--- src/rtl/uart_pkg.sv ---
// Shared UART definitions: transmit FSM state encoding, parity selectors
// and serial line levels.
`timescale 1ns/1ps
package uart_pkg;

  typedef enum logic [2:0] {
    IDLE   = 3'd0,
    START  = 3'd1,
    DATA   = 3'd2,
    PARITY = 3'd3,
    STOP   = 3'd4,
    STOP2  = 3'd5
  } tx_state_t;

  localparam logic PAR_EVEN  = 1'b0;
  localparam logic PAR_ODD   = 1'b1;

  localparam logic LINE_IDLE = 1'b1;
  localparam logic START_BIT = 1'b0;

endpackage

--- src/rtl/uart_tx_bit_timer.sv ---
// Bit-period timer: counts 0..limit-1 while enabled, flags the terminal
// count and wraps to 0 on it. clr forces the count back to 0 and wins over
// en. limit must be at least 1. Shared with the receive-side edge counter.
`timescale 1ns/1ps
module uart_tx_bit_timer #(
  parameter int WIDTH = 8
) (
  input  logic             clk,
  input  logic             rst,
  input  logic             clr,
  input  logic             en,
  input  logic [WIDTH-1:0] limit,
  output logic             tc
);

  logic [WIDTH-1:0] cnt_r;

  assign tc = (cnt_r == (limit - WIDTH'(1)));

  // Period counter: cleared on request, wraps to 0 at the terminal count.
  always_ff @(posedge clk or negedge rst) begin
    if (!rst) begin
      cnt_r <= {WIDTH{1'b0}};
    end else if (clr) begin
      cnt_r <= {WIDTH{1'b0}};
    end else if (en) begin
      if (tc) begin
        cnt_r <= {WIDTH{1'b0}};
      end else begin
        cnt_r <= cnt_r + WIDTH'(1);
      end
    end else begin
      cnt_r <= cnt_r;
    end
  end

endmodule

--- src/rtl/uart_tx_serializer.sv ---
// UART transmit serialiser: start bit, DATA_WIDTH data bits LSB first,
// optional parity, stop bit. Every bit lasts the latched prescale value in
// clocks (0 is taken as 1). All frame settings are captured on acceptance.
// Optional build macro UART_TX_STOP2_EN adds a stop2 input selecting a
// second stop bit.
`timescale 1ns/1ps
module uart_tx_serializer
  import uart_pkg::*;
#(
  parameter int DATA_WIDTH = 8,
  parameter int PRESCALE_W = 8
) (
  input  logic                  clk,
  input  logic                  rst,
  input  logic [DATA_WIDTH-1:0] p_data,
  input  logic                  data_valid,
  input  logic [PRESCALE_W-1:0] prescale,
  input  logic                  par_en,
  input  logic                  par_typ,
`ifdef UART_TX_STOP2_EN
  input  logic                  stop2,
`endif
  output logic                  tx_out,
  output logic                  busy,
  output logic                  frame_done
);

  localparam int IDX_W = (DATA_WIDTH > 1) ? $clog2(DATA_WIDTH) : 1;
  localparam logic [IDX_W-1:0] IDX_LAST = IDX_W'(DATA_WIDTH - 1);

  // Parity over the held data; odd parity inverts the XOR reduction.
  function automatic logic calc_parity(input logic [DATA_WIDTH-1:0] d,
                                       input logic typ);
    calc_parity = (^d) ^ (typ == PAR_ODD);
  endfunction

  tx_state_t             state_r, state_next_s;
  logic [DATA_WIDTH-1:0] data_r;
  logic [PRESCALE_W-1:0] prescale_r;
  logic                  par_en_r;
  logic                  par_typ_r;
  logic [IDX_W-1:0]      idx_r, idx_next_s;
  logic                  tx_r, tx_next_s;
  logic                  busy_r, busy_next_s;
  logic                  done_r, done_next_s;
  logic                  accept_s;
  logic                  tc_s;
  logic                  stop2_sel_s;

`ifdef UART_TX_STOP2_EN
  logic stop2_r;

  // Captures the stop-bit count for the frame being accepted.
  always_ff @(posedge clk or negedge rst) begin
    if (!rst) begin
      stop2_r <= 1'b0;
    end else if (accept_s) begin
      stop2_r <= stop2;
    end else begin
      stop2_r <= stop2_r;
    end
  end

  assign stop2_sel_s = stop2_r;
`else
  assign stop2_sel_s = 1'b0;
`endif

  uart_tx_bit_timer #(
    .WIDTH (PRESCALE_W)
  ) u_bit_timer (
    .clk   (clk),
    .rst   (rst),
    .clr   (state_r == IDLE),
    .en    (state_r != IDLE),
    .limit (prescale_r),
    .tc    (tc_s)
  );

  // Holding registers: frame settings frozen at acceptance.
  always_ff @(posedge clk or negedge rst) begin
    if (!rst) begin
      data_r     <= {DATA_WIDTH{1'b0}};
      prescale_r <= {PRESCALE_W{1'b0}};
      par_en_r   <= 1'b0;
      par_typ_r  <= PAR_EVEN;
    end else if (accept_s) begin
      data_r     <= p_data;
      prescale_r <= (prescale == {PRESCALE_W{1'b0}}) ? PRESCALE_W'(1) : prescale;
      par_en_r   <= par_en;
      par_typ_r  <= par_typ;
    end else begin
      data_r     <= data_r;
      prescale_r <= prescale_r;
      par_en_r   <= par_en_r;
      par_typ_r  <= par_typ_r;
    end
  end

  // Next-state, bit index and handshake decode.
  always_comb begin
    state_next_s = state_r;
    idx_next_s   = idx_r;
    busy_next_s  = busy_r;
    done_next_s  = 1'b0;
    accept_s     = 1'b0;
    case (state_r)
      IDLE: begin
        if (data_valid) begin
          accept_s     = 1'b1;
          state_next_s = START;
          idx_next_s   = {IDX_W{1'b0}};
          busy_next_s  = 1'b1;
        end else begin
          busy_next_s  = 1'b0;
        end
      end
      START: begin
        if (tc_s) begin
          state_next_s = DATA;
        end else begin
          state_next_s = START;
        end
      end
      DATA: begin
        if (tc_s) begin
          if (idx_r == IDX_LAST) begin
            state_next_s = par_en_r ? PARITY : STOP;
          end else begin
            idx_next_s   = idx_r + IDX_W'(1);
          end
        end else begin
          state_next_s = DATA;
        end
      end
      PARITY: begin
        if (tc_s) begin
          state_next_s = STOP;
        end else begin
          state_next_s = PARITY;
        end
      end
      STOP: begin
        if (tc_s) begin
          if (stop2_sel_s) begin
            state_next_s = STOP2;
          end else begin
            state_next_s = IDLE;
            busy_next_s  = 1'b0;
            done_next_s  = 1'b1;
          end
        end else begin
          state_next_s = STOP;
        end
      end
      STOP2: begin
        if (tc_s) begin
          state_next_s = IDLE;
          busy_next_s  = 1'b0;
          done_next_s  = 1'b1;
        end else begin
          state_next_s = STOP2;
        end
      end
      default: begin
        state_next_s = IDLE;
        idx_next_s   = {IDX_W{1'b0}};
        busy_next_s  = 1'b0;
      end
    endcase
  end

  // Line level for the upcoming cycle, taken from the state being entered.
  always_comb begin
    tx_next_s = LINE_IDLE;
    case (state_next_s)
      IDLE:    tx_next_s = LINE_IDLE;
      START:   tx_next_s = START_BIT;
      DATA:    tx_next_s = data_r[idx_next_s];
      PARITY:  tx_next_s = calc_parity(data_r, par_typ_r);
      STOP:    tx_next_s = LINE_IDLE;
      STOP2:   tx_next_s = LINE_IDLE;
      default: tx_next_s = LINE_IDLE;
    endcase
  end

  // State and output flops; reset parks the line high at once.
  always_ff @(posedge clk or negedge rst) begin
    if (!rst) begin
      state_r <= IDLE;
      idx_r   <= {IDX_W{1'b0}};
      tx_r    <= LINE_IDLE;
      busy_r  <= 1'b0;
      done_r  <= 1'b0;
    end else begin
      state_r <= state_next_s;
      idx_r   <= idx_next_s;
      tx_r    <= tx_next_s;
      busy_r  <= busy_next_s;
      done_r  <= done_next_s;
    end
  end

  assign tx_out     = tx_r;
  assign busy       = busy_r;
  assign frame_done = done_r;

endmodule

--- config.mk ---
export PLATFORM = sky130hd
export DESIGN_NAME = uart_tx_serializer
export DESIGN_NICKNAME = d
export VERILOG_FILES = /design/src/rtl/uart_pkg.sv /design/src/rtl/uart_tx_bit_timer.sv /design/src/rtl/uart_tx_serializer.sv
export SDC_FILE = /design/constraint.sdc
export NUM_CORES = 1
export LEC_CHECK = 0
export ABC_CLOCK_PERIOD_IN_PS = 5300
export CORE_ASPECT_RATIO = 1.75
export CORE_MARGIN = 2
export CORE_UTILIZATION = 50
export DETAILED_ROUTE_END_ITERATION = 6
export MAX_ROUTING_LAYER = met4
export PLACE_DENSITY = 0.83
export SYNTH_ARGS = -nofsm -noshare
export SYNTH_HDL_FRONTEND = slang
export SYNTH_SLANG_ARGS = --single-unit
--- constraint.sdc ---
create_clock -name clk -period 5.3 [get_ports clk]
set_clock_uncertainty 0.1 [all_clocks]
set_input_delay 0.53 -clock clk [delete_from_list [all_inputs] [get_ports clk]]
set_output_delay 0.53 -clock clk [all_outputs]
set_load 0.02 [all_outputs]
# After elaboration in Yosys (flattened, before gate mapping)
# Index checks and enable logic that the tools add are counted.
[classes] add_sub_neg=3 order_cmp=1 n_eq_ne=11 mux=26 bitwise=2 reduce_logical=9
[ops] cell="8-bit two-way mux" n=4
[ops] cell="3-bit two-way mux" n=10
[ops] cell="3-bit case mux with 6 select lines" n=1
[ops] cell="3-bit by 2-bit equality test with 1-bit output, second input constant" n=4
[ops] cell="3-bit equality test, second input constant" n=3
[ops] cell="3-bit case mux with 3 select lines" n=1
[ops] cell="8-bit by 1-bit adder with 8-bit output, second input constant" n=1
[ops] cell="8-bit equality test" n=1
[ops] cell="8-bit logical NOT" n=1
[ops] cell="8-bit XOR reduction" n=1
[ops] cell="8-bit by 1-bit subtractor with 8-bit output, second input constant" n=1
[ops] cell="3-bit by 1-bit equality test with 1-bit output, second input constant" n=2
[ops] cell="1-bit two-way mux" n=6
[ops] cell="1-bit case mux with 3 select lines" n=2
[ops] cell="3-bit by 4-bit < comparator with 1-bit output, second input constant" n=1
[ops] cell="4-bit OR reduction" n=1
[ops] cell="3-bit by 1-bit adder with 3-bit output, second input constant" n=1
[ops] cell="1-bit binary-select mux with 3-bit select" n=1
[ops] cell="3-bit logical NOT" n=1
[ops] cell="3-bit nonzero test" n=1
[ops] cell="3-bit OR reduction" n=1
[ops] cell="2-bit two-way mux" n=1
[ops] cell="2-bit by 1-bit inequality test with 1-bit output, second input constant" n=1
[ops] cell="2-bit AND reduction" n=1
[ops] cell="4 further kinds" n=4
[word_totals] ff_bits=35 inputBits=21 output_inout_bits=3 elab_cells=62

# Logic depth before layout (Yosys ltp)
# Gate-level depths: netlist of the first run.
[depth] ltp_word=7 mapped_depth=12 depth_no_buf=11

# Modules after synthesis
# A second synthesis of the first run with hierarchy kept.
[hier_totals] cells_unflattened=237 hier_area_um2=2145.8
[modules_own_cells] mod="uart_tx_serializer" instances=1 cells_each=153 area_per_inst_um2=1435.1 seq_area_each_um2=676.9
[modules_own_cells] mod="uart_tx_bit_timer" instances=1 cells_each=84 area_per_inst_um2=710.7 seq_area_each_um2=200.2

# Worst setup path after synthesis of the first run
# OpenSTA, ideal clock, no wires.
[synth_timing] path_type="register to register" from="register prescale_r[0]" to="register tx_r, in the netlist tx_out" setup_ns=0.086 arrival_time_ns=2.872 required_time_ns=5.114 path_slack_ns=2.242 path_stages_with_launch=13 n_path_buf=1 synth_period_minus_slack_ns=3.058 path_cell_list="dfrtp_1 > inv_1 > ha_1 > buf_4 > nor2b_1 > or3_1 > a31o_2 > a211oi_4 > and2_4 > a311o_2 > a311oi_1 > a211o_1 > o31ai_2"
[synth_via] elab_chain_len=7 word_cells_on_any_way=16 cone_classes="add/sub (1); eq/ne (4); mux (11)"
[synth_rtl] item="start, declared" line_no="uart_tx_serializer.sv:39" text="logic [PRESCALE_W-1:0] prescale_r;"
[synth_rtl] item="start signal, assigned" line_no="uart_tx_serializer.sv:84" text="prescale_r <= {PRESCALE_W{1'b0}};"
[synth_rtl] item="start signal, assigned" line_no="uart_tx_serializer.sv:89" text="prescale_r <= (prescale == {PRESCALE_W{1'b0}}) ? PRESCALE_W'(1) : prescale;"
[synth_rtl] item="start signal, assigned" line_no="uart_tx_serializer.sv:94" text="prescale_r <= prescale_r;"
[synth_rtl] item="8-bit by 1-bit subtractor with 8-bit output" line_no="uart_tx_bit_timer.sv:18" text="assign tc = (cnt_r == (limit - WIDTH'(1)));"
[synth_rtl] item="8-bit equality test" line_no="uart_tx_bit_timer.sv:18"
[synth_rtl] item="3-bit two-way mux" line_no="uart_tx_serializer.sv:126" text="if (tc_s) begin"
[synth_rtl] item="3-bit case mux with 3 select lines" line_no="uart_tx_serializer.sv:107" text="case (state_r)"
[synth_rtl] item="net idx_next_s[1]" line_no="uart_tx_serializer.sv:42" text="logic [IDX_W-1:0] idx_r, idx_next_s;"
[synth_rtl] item="1-bit binary-select mux with 3-bit select" line_no="uart_tx_serializer.sv:179" text="DATA: tx_next_s = data_r[idx_next_s];"
[synth_rtl] item="1-bit two-way mux (implied by the code)" line_no="uart_tx_serializer.sv:179"
[synth_rtl] item="1-bit case mux with 3 select lines" line_no="uart_tx_serializer.sv:176" text="case (state_next_s)"
[synth_rtl] item="net tx_next_s" line_no="uart_tx_serializer.sv:43" text="logic tx_r, tx_next_s;"
[synth_rtl] item="end signal, assigned" line_no="uart_tx_serializer.sv:198" text="tx_r <= tx_next_s;"
[synth_rtl] item="end, declared" line_no="uart_tx_serializer.sv:43"
# The timed path passes the listed nets, and every way through them passes these cells. The select of a mux whose other input is x is not followed.
# A chain may end at the register's enable or synchronous reset.

# Worst setup path after layout of the first run
# Ends and elaborated chain as after synthesis.

==> flow_summary.toml, run 1 <==
[drt]
drt-vias-per-instance = 5.791
drt_iter0_drc = 31
ant_nets = 0
num_vias = 1581
finalWirelength_um = 4052
wl_per_cell_um = 14.84
drc_errors = 0
drt-pass1-iter-count = 4

[sta]
setup_viol = 0
max_slew_margin_pct = 42.60
rsz0062_at_grt = "false"
slew_viol_final = 0
hold_viol_final = 0
max_freq_mhz = 303.2
min_period_over_period_pct = 62.23
fin_crit_ns = 3.298
fin_setup_tns_ns = 0
tightestPinTransition_ns = 0.8610

[placed_design]
hpwl_um = 3033
place_congestion = 0.8791
port_buffers = 23

[cells_and_area]
nFillCells = 323
fin_util_pct = 61.96
drive_above_1_share_pct = 15.56
nets = 248
num_antenna_cells = 0
syn2layout_area_growth_pct = 18.73

[logic_synthesis]
netlist_area_sq_um = 2037
synthFlopType = "dfrtp_1"
synth.top_cell.area_share_pct = 41.77
synth_cell_types = 54
ys_top_cells_by_area = "dfrtp_1 42%, mux2_2 8.8%, xor2_1 5.2%, xnor2_1 4.7%, nor2_1 2.9%"
syn-num-nets = 223
async_flop_share_pct = 100.0
synth_area_leader_cell = "dfrtp_1"
synth-edff-count = 0
synth_seq_cells = 35
yosysSeqAreaShare_pct = 43.06
postSynthCellCount = 199
synth.avg_cell_area_sq_um = 10.24
synth_warnings = 0

[clock_tree]
cts_sinks = 35
htree_num_levels = 2
clock_latency_ns = 0.28
cts-resized-gates = 0
post_cts_buffers = 0
cts-root-buf = "clkbuf_8"
cts_buffer_depth = 2
cts_buffers = 5
cts_hold_buf = 0
clk_pin_slew_ns = 0.07
tritoncts = "yes"

[setup_path]
cp.arrival_ns = 3.40
path_cells = "inv_1, ha_1, nor2b_1, or3_1, a31o_2, a211oi_4, and2_4, a311o_2, a311oi_1, a211o_1, o31ai_2"
cp.required_ns = 5.40
setup.worst_path.class = "reg2reg"
cpMaxStageDelayCell = "dfrtp_1"
critical_path.max_stage_delay_ns = 0.44
critPathCaptureType = "flop"
start_kind = "flop"
critPathMaxFanout = 9

[floorplanning]
die_h_um = 88.44
start_util_pct = 52.18
die_area_sq_um = 4621
rows = 30
io_pins = 24
core_sq_um = 3904
die_w_um = 52.25

[grt]
track_usage_pct = 20.89
grt_pass1_vias = 1605
antenna_found_initial = 0
grt_remaining_overflow = 0
grt_start_max_net_pins = 36
grt_first_pass_wirelength_um = 6962

[worst_hold_path]
hp-class = "reg2reg"

[power]
ir_drop_v = 0.0003581
power_density_nw_per_um2 = 535.5
p_leak_nw = 1.030

[status]
status = "finished, final reports clean"

[run]
drv_cap = 0
[cell families after synthesis]
family,Yosys count,share of synthesized area [%]
flip-flops,35,43.06
AND/OR/NAND/NOR,63,16.89
XOR/XNOR,23,9.889
buffers and inverters,16,3.502
multiplexers,18,9.828
AO/OA/AOI/OAI,41,14.99
adder cells (fa/ha/maj),3,1.843
[metal layers]
metal / part of all wire (%) / GRT usage [%] / vias to the layer above
li1: - / - / 763
met1: 40 / 24.09 / 764
met2: 54 / 34.98 / 42
met3: 2.9 / 4.054 / 12
met4: 2.6 / 8.858 / 0
met5: 0 / - / -
[layout by cell type (no fill, tap or decap), drive strengths merged, types with 6 or more instances in the layout]
| cell type | instances |
|---|---|
| o21ai | 10 |
| clkbuf | 6 |
| clkdlybuf4s50 | 23 |
| nand2 | 13 |
| xnor2 | 11 |
| mux2 | 16 |
| nor3 | 6 |
| inv | 10 |
| dfrtp | 34 |
| xor2 | 12 |
| nor2 | 16 |
[flip-flops by register name, indices dropped and copies added (netlist names), 3 cells and up]
name               count
idx_r                  3
prescale_r             8
state_r                3
data_r                 8
u_bit_timer.cnt_r      8
[where the power goes]
part | internal, W | switching [W] | total [W]
Combinational | 0.000285 | 0.000277 | 0.000562
Clock | 0.000152 | 0.0000927 | 0.000245
Sequential | 0.000364 | 0.000124 | 0.000488
[area by class of cell]
class / instances / area, sq um / area share (%)
Multi-Input combinational cell: 148 / 1089 / 45.01
Sequential cell: 35 / 877.1 / 36.26
Timing Repair Buffer: 24 / 237.7 / 9.829
Clock buffer: 6 / 82.58 / 3.414
Tap cell: 48 / 60.06 / 2.483
Inverter: 10 / 37.54 / 1.552
Clock inverter: 2 / 35.03 / 1.449
[cells in the mapped netlist (all sizes together), types with 3 or more instances]
library cell  count
dfrtp            34
mux2             16
nor2             16
nand2            13
xor2             12
xnor2            11
inv              10
o21ai            10
nor3              6
a21oi             5
nand3             5
and3              4
buf               4
a211oi            3
and2              3
ha                3
nor2b             3
o21a              3
[per-stage QoR]
stage	cells	worst slack (ns)	instance area (sq um)	total power, W	hold WS, ns
after CTS	273	1.982	2419	0.001300	0.4399
after global placement	265	2.129	2301	0.001023	0.4217
after global routing	273	1.787	2419	0.001387	0.4684
after detailed placement	265	2.021	2301	0.001047	0.4253
after floorplan	199	2.242	2037	0.0009142	0.1344
final	273	2.002	2419	0.001295	0.4362
[worst max-delay path, delay by kind of cell, from the launching register on]
kind / cells / cell delay (ns)
AOI/OAI and AO/OA: 6 / 1.53
DFF: 1 / 0.44
adders and majority gates: 1 / 0.30
buffers and inverters: 1 / 0.08
and+or+nand+nor: 3 / 0.76
[worst paths after layout]
path | start | end | cells after the start | slack [ns]
max | prescale_r[0] | tx_out | 11 | 2.00
min | prescale_r[7] | prescale_r[7] | 1 | 0.44
max reg2reg | prescale_r[0] | tx_out | 11 | 2.00
min reg2reg | prescale_r[7] | prescale_r[7] | 1 | 0.44
max in group asynchronous | rst | tx_out | 2 | 4.21
min in group asynchronous | rst | prescale_r[0] | 2 | 0.55
Note: power is estimated with default switching activity, not from simulation.
==> inputs of run 2 (changes only) <==
--- a/config.mk
+++ b/config.mk
@@ -5,13 +5,13 @@
 export SDC_FILE = /design/constraint.sdc
 export NUM_CORES = 1
 export LEC_CHECK = 0
-export ABC_CLOCK_PERIOD_IN_PS = 5300
+export ABC_CLOCK_PERIOD_IN_PS = 2800
 export CORE_ASPECT_RATIO = 1.75
 export CORE_MARGIN = 2
 export CORE_UTILIZATION = 50
 export DETAILED_ROUTE_END_ITERATION = 6
 export MAX_ROUTING_LAYER = met4
-export PLACE_DENSITY = 0.83
+export PLACE_DENSITY = 0.85
 export SYNTH_ARGS = -nofsm -noshare
 export SYNTH_HDL_FRONTEND = slang
 export SYNTH_SLANG_ARGS = --single-unit
==> constraint.sdc (replaced) <==
create_clock -name clk -period 2.8 [get_ports clk]
set_clock_uncertainty 0.1 [all_clocks]
set_input_delay 0.28 -clock clk [delete_from_list [all_inputs] [get_ports clk]]
set_output_delay 0.28 -clock clk [all_outputs]
set_load 0.02 [all_outputs]
==> run 2 against run 1 <==
  * Register-to-register slack got worse by 2.0 ns
  * Sequential share of layout area fell by 2.4 points
  * Cell count rose by 5.5%
  * First-iteration DRC count rose by 39%
  * Sequential cell count did not move
  * Design area rose by 7.1%
  * Combinational power rose by 130%
  * Die area did not move
  * Global-route usage rose by 2.1 points
  * Largest cell class unchanged
  * Highest routed layer unchanged
==> flow_summary.toml, run 2 (synthesized netlist as in run 1, its figures left out) <==
[drt]
drt-pass1-iter-count = 4
ant_nets = 0
wl_per_cell_um = 15.66
drt_iter0_drc = 43
finalWirelength_um = 4510
drt-vias-per-instance = 5.767
drc_errors = 0
num_vias = 1661

[sta]
setup_viol = 0
slew_viol_final = 0
rsz0062_at_grt = "true"
max_slew_margin_pct = 69.93
hold_viol_final = 0
tightestPinTransition_ns = 0.4510
max_freq_mhz = 363.3
fin_crit_ns = 2.752
min_period_over_period_pct = 98.30

[worst_hold_path]
hp-class = "in2async"

[setup_path]
critPathMaxFanout = 8
cp.depth = 12
cpMaxStageDelayCell = "dfrtp_1"
regToRegSetupSlack_ns = 0.05
path_cells = "inv_2, ha_4, nor2b_1, or3_1, a31o_4, a211oi_4, buf_6, buf_4, mux2i_4, o21ai_2, a211o_1, o31ai_2"
critPathCaptureType = "flop"
worstReg2RegStart = "prescale_r[1]"
path_delay_family = "compound AO/OA/AOI/OAI gates"
worst-path-buf-inv = 3
critical_path.max_stage_delay_ns = 0.37
timing.critical_path.to = "tx_out"
cp.arrival_ns = 2.86
cp.required_ns = 2.90
start_kind = "flop"
setup.worst_path.class = "reg2reg"
ff2ff_path_depth = 12
rr_endpoint = "tx_out"
startpoint = "prescale_r[1]"

[floorplanning]
start_util_pct = 52.18
rows = 30
die_w_um = 52.25
die_h_um = 88.44
io_pins = 24
core_sq_um = 3904
die_area_sq_um = 4621

[power]
p_clk_share_pct = 17.2
comb_power_share_pct = 48.5
ir_drop_v = 0.0006983
p_total_w = 0.002660
p_sw_w = 0.001039
p_int_w = 0.001621
power_density_nw_per_um2 = 1027
p_leak_nw = 1.111
seqPwrFrac_pct = 34.3
netSwitchingFraction_pct = 39.07

[clock_tree]
clock_latency_ns = 0.28
cts-root-buf = "clkbuf_8"
clk_pin_slew_ns = 0.07
tritoncts = "yes"
htree_num_levels = 2
cts_buffer_depth = 2
cts_buffers = 5
cts_hold_buf = 0
cts_sinks = 35

[cells_and_area]
final_common_cell = "dfrtp_1"
nFillCells = 291
reg_top3 = "data_r: 8 flops, prescale_r: 8 flops, u_bit_timer.cnt_r: 8 flops"
drive_above_1_share_pct = 24.58
final_cell_mix = "34 x dfrtp_1, 23 x clkdlybuf4s50_1, 16 x nor2_1, 16 x mux2_2, 15 x buf_4"
num_antenna_cells = 0
syn2layout_area_growth_pct = 27.15
final_area_sq_um = 2590
nets = 263

[placed_design]
port_buffers = 23
place_area_sq_um = 2415
hpwl_um = 3263
place_congestion = 0.8471

[grt]
globalRouteMet2Util_pct = 39.24
gr-usage-met3_pct = 3.378
track_usage_pct = 22.97
grt_first_pass_wirelength_um = 7734
grt_remaining_overflow = 0
antenna_found_initial = 0
grt_pass1_vias = 1732
grt-busiest-layer = "met2"
grt_start_max_net_pins = 36
grt_use_met1_pct = 26.41

[run]
drv_cap = 0

[status]
status = "finished, final reports clean"
[run 2: cell count changes in the layout (fill, tap and decap cells not counted), sizes merged]
cell | before | now
clkbuf | 6 | 5
clkinv | 1 | 2
buf | 1 | 16
[run 2: worst min-delay path by stage]
stage | cells after the start | to | start
after global placement | 1 | prescale_r[7] | prescale_r[7]
after floorplan | 0 | busy | rst
final | 2 | u_bit_timer.cnt_r[6] | rst
after detailed placement | 1 | prescale_r[7] | prescale_r[7]
after global routing | 2 | u_bit_timer.cnt_r[3] | rst
after CTS | 2 | prescale_r[4] | rst
[run 2: repair_timing]
item / 4_1_cts / 5_1_grt
gates resized for setup: 5 / 7
pin swaps: 1 / 1
buffers inserted: 2 / 0
setup endpoints to repair: 1 / 1
[run 2: power groups by stage]
stage / Clock [W] / Sequential [W] / Combinational (W)
after floorplan: 0 / 0.000881 / 0.000884
after global placement: 0 / 0.000899 / 0.00117
after detailed placement: 0 / 0.000909 / 0.00121
after CTS: 0.000458 / 0.000905 / 0.00128
after global routing: 0.000478 / 0.000933 / 0.00141
final: 0.000457 / 0.000912 / 0.00129
[run 2: cell type report]
class / instances / area (sq um) / share of cell area (%)
Sequential cell: 35 / 877.1 / 33.86
Clock buffer: 5 / 68.82 / 2.657
Clock inverter: 3 / 43.79 / 1.691
Tap cell: 48 / 60.06 / 2.319
Timing Repair Buffer: 39 / 354.1 / 13.67
Multi-Input combinational cell: 148 / 1149 / 44.35
Inverter: 10 / 37.54 / 1.449
[run 2: metal layers]
layer | part of all wire [%] | vias up | routed length [um]
met1 | 38 | 808 | 1730
met4 | 3.1 | 0 | 141
met2 | 54 | 51 | 2457
met5 | 0 | - | 0
met3 | 4.0 | 15 | 180
li1 | - | 787 | -
[run 2: worst reg2reg max path, cell delays in order (launching register included)]
cell	delay (ns)
dfrtp_1	0.37
inv_2	0.06
ha_4	0.17
nor2b_1	0.13
or3_1	0.33
a31o_4	0.25
a211oi_4	0.21
buf_6	0.15
buf_4	0.12
mux2i_4	0.22
o21ai_2	0.08
a211o_1	0.29
o31ai_2	0.18
[run 2: per-stage QoR]
| stage | util [%] | worst slack (ns) | instances | hold WS [ns] | TNS, ns |
|---|---|---|---|---|---|
| global route | 66.35 | -0.09470 | 288 | 0.3705 | -0.09470 |
| CTS | 65.64 | 0.001796 | 288 | 0.3351 | 0 |
| floorplan | - | -0.02147 | 199 | -0.1156 | -0.02147 |
| finish | 66.35 | 0.04771 | 288 | 0.3138 | 0 |
| global placement | 61.86 | 0.03810 | 278 | 0.4129 | 0 |
| detailed placement | 61.86 | -0.09637 | 278 | 0.4193 | -0.09637 |
==> inputs of run 3 (changes only) <==
--- a/config.mk
+++ b/config.mk
@@ -9,6 +9,7 @@
 export CORE_ASPECT_RATIO = 1.75
 export CORE_MARGIN = 2
 export CORE_UTILIZATION = 50
+export CTS_CLUSTER_SIZE = 28
 export DETAILED_ROUTE_END_ITERATION = 6
 export MAX_ROUTING_LAYER = met4
 export PLACE_DENSITY = 0.85
==> results of run 3 <==
Same layout as run 2: the final DEF is identical, and so are final timing and power.
==> RTL change: new RTL, settings of run 3 <==
Add an input register stage for `p_data`, `data_valid`, `prescale`, `par_en` and `par_typ`, with the module's reset; this delays them by one clock.
--- a/src/rtl/uart_tx_serializer.sv
+++ b/src/rtl/uart_tx_serializer.sv
@@ -28,6 +28,28 @@
   localparam int IDX_W = (DATA_WIDTH > 1) ? $clog2(DATA_WIDTH) : 1;
   localparam logic [IDX_W-1:0] IDX_LAST = IDX_W'(DATA_WIDTH - 1);
 
+  logic [DATA_WIDTH-1:0] p_data_q;
+  logic data_valid_q;
+  logic [PRESCALE_W-1:0] prescale_q;
+  logic par_en_q;
+  logic par_typ_q;
+
+  always_ff @(posedge clk or negedge rst) begin
+    if (!rst) begin
+      p_data_q     <= '0;
+      data_valid_q <= '0;
+      prescale_q   <= '0;
+      par_en_q     <= '0;
+      par_typ_q    <= '0;
+    end else begin
+      p_data_q     <= p_data;
+      data_valid_q <= data_valid;
+      prescale_q   <= prescale;
+      par_en_q     <= par_en;
+      par_typ_q    <= par_typ;
+    end
+  end
+
   // Parity over the held data; odd parity inverts the XOR reduction.
   function automatic logic calc_parity(input logic [DATA_WIDTH-1:0] d,
                                        input logic typ);
@@ -85,10 +107,10 @@
       par_en_r   <= 1'b0;
       par_typ_r  <= PAR_EVEN;
     end else if (accept_s) begin
-      data_r     <= p_data;
-      prescale_r <= (prescale == {PRESCALE_W{1'b0}}) ? PRESCALE_W'(1) : prescale;
-      par_en_r   <= par_en;
-      par_typ_r  <= par_typ;
+      data_r     <= p_data_q;
+      prescale_r <= (prescale_q == {PRESCALE_W{1'b0}}) ? PRESCALE_W'(1) : prescale_q;
+      par_en_r   <= par_en_q;
+      par_typ_r  <= par_typ_q;
     end else begin
       data_r     <= data_r;
       prescale_r <= prescale_r;
@@ -106,7 +128,7 @@
     accept_s     = 1'b0;
     case (state_r)
       IDLE: begin
-        if (data_valid) begin
+        if (data_valid_q) begin
           accept_s     = 1'b1;
           state_next_s = START;
           idx_next_s   = {IDX_W{1'b0}};
Function: changed (a bounded check fails within 4 cycles, from zero or initial values and one cycle with rst low).
==> RTL change against run 3 <==
  * The run now ends with negative setup slack left
  * Cell area increased by 20%
  * Critical endpoint unchanged
  * Worst setup slack lost 420 ps
  * Synthesized cell count grew 8.0%
  * Count of clock-buffer cells in the layout is 1 higher
  * Non-clock buffer count increased by 10
  * Fmax fell by 13%
  * Sequential cell count increased by 19
  * Global-route usage is 1.9 points lower
  * Wire length grew 13%
  * Synthesized area up 21%
  * Power is 17% higher
==> RTL change: results (changes against run 3) <==
hold buffers post-CTS 1 (+1); Detail Placement HPWL 3640 microns (+12%); Setup WS post-layout -370 ps (-418 ps); Worst Max-Slew Pin Slew 454 ps (+2.64 ps); violated checks negative setup slack; Netlist cell types 48 (-11%); Final setup violation count 8 (+8); Max FO, Critical Path 5 (-3); met3 wire len 114 microns (-37%); routed metal-1 wirelength 1940 microns (+12%); Sw Ratio 0.372 (-0.0191); largest net degree at the start of global routing 34 (-5.6%); clock-pin slew on the worst setup and hold paths 100 ps (+30 ps); Avg Cell Area, Syn 11.5 sq um (+12%); layout cells sized above 1 0.262 (+0.0163); ranking of synthesized cells by area dfrtp_1 54%, mux2_2 6.8%, xnor2_1 4.6%; Post-DP Area 2950 sq um (+22%); vias 1,805 (+8.7%); WL/cell 16.0 microns (+2.0%); Seq power 1.24 mW (+36%); crit path DAT 3310 ps (+450 ps); outcome finished with violations; sequential share of the synthesized area 0.547 (+0.116); post-detailed-route via-to-cell ratio 5.66 (-1.9%); # fillers 372 (+28%); met2 Usage GRT 0.358 (-0.0343); vias in the first global route 1,950 (+13%); setup slack at placement -310 ps (-214 ps); cts repair resizes 4 (-1); nets 290 (+10%); total track usage 0.211 (-0.0190); Placed Instances 308 (+11%)
RTL change: cell count changes after synthesis, moves of 3 or more:
cell	run 3	this run
dfrtp_1	34	53
nand3_1	5	10
nand2b_1	1	5
o21ai_0	10	6
a21oi_1	5	8
xor2_1	12	9
RTL change: cell type report:
type,instances,area (sq um),area share
Inverter,10,37.5,0.0120
Sequential cell,54,1350,0.434
Tap cell,52,65.1,0.0209
Multi-Input combinational cell,146,1130,0.364
Clock inverter,2,20.0,0.00642
Clock buffer,6,82.6,0.0265
Timing Repair Buffer,49,427,0.137
RTL change: final timing paths:
check | start | end | slack [ps] | depth (start not counted)
setup / recovery | prescale_r[1] | tx_out | -370 | 12
hold / removal | p_data[4] | p_data_q[4] | 290 | 1
setup reg to reg | prescale_r[1] | tx_out | -370 | 12
hold reg to reg | p_data_q[3] | data_r[3] | 380 | 1
max in group asynchronous | rst | tx_out | 1450 | 3
min in group asynchronous | rst | prescale_r[4] | 340 | 2
RTL change: kinds of logic after synthesis:
family / after synthesis / synth area share
adders and majority gates: 3 / 0.0152
AOI/OAI and AO/OA: 30 / 0.0880
muxes: 18 / 0.0804
DFF: 54 / 0.547
and+or+nand+nor: 73 / 0.166
xor gates and xnor gates: 22 / 0.0779
buffers and inverters: 15 / 0.0258
RTL change: worst max-delay path, stage by stage (launching register included):
cell	delay, ps
dfrtp_1	440
inv_2	60
ha_2	180
nor3b_4	150
buf_4	140
nand3_1	60
or4b_4	490
or4_4	600
o21ai_4	200
a21oi_1	80
o31a_1	120
a2111o_1	380
o2111ai_1	90
RTL change: metrics by stage:
stage          hold slack (ps)  TNS, ps
3_3_place_gp               146     -268
2_1_floorplan             -116     -239
5_1_grt                    291    -1970
4_1_cts                    292     -301
6_report                   294     -539
3_5_place_dp               156     -606
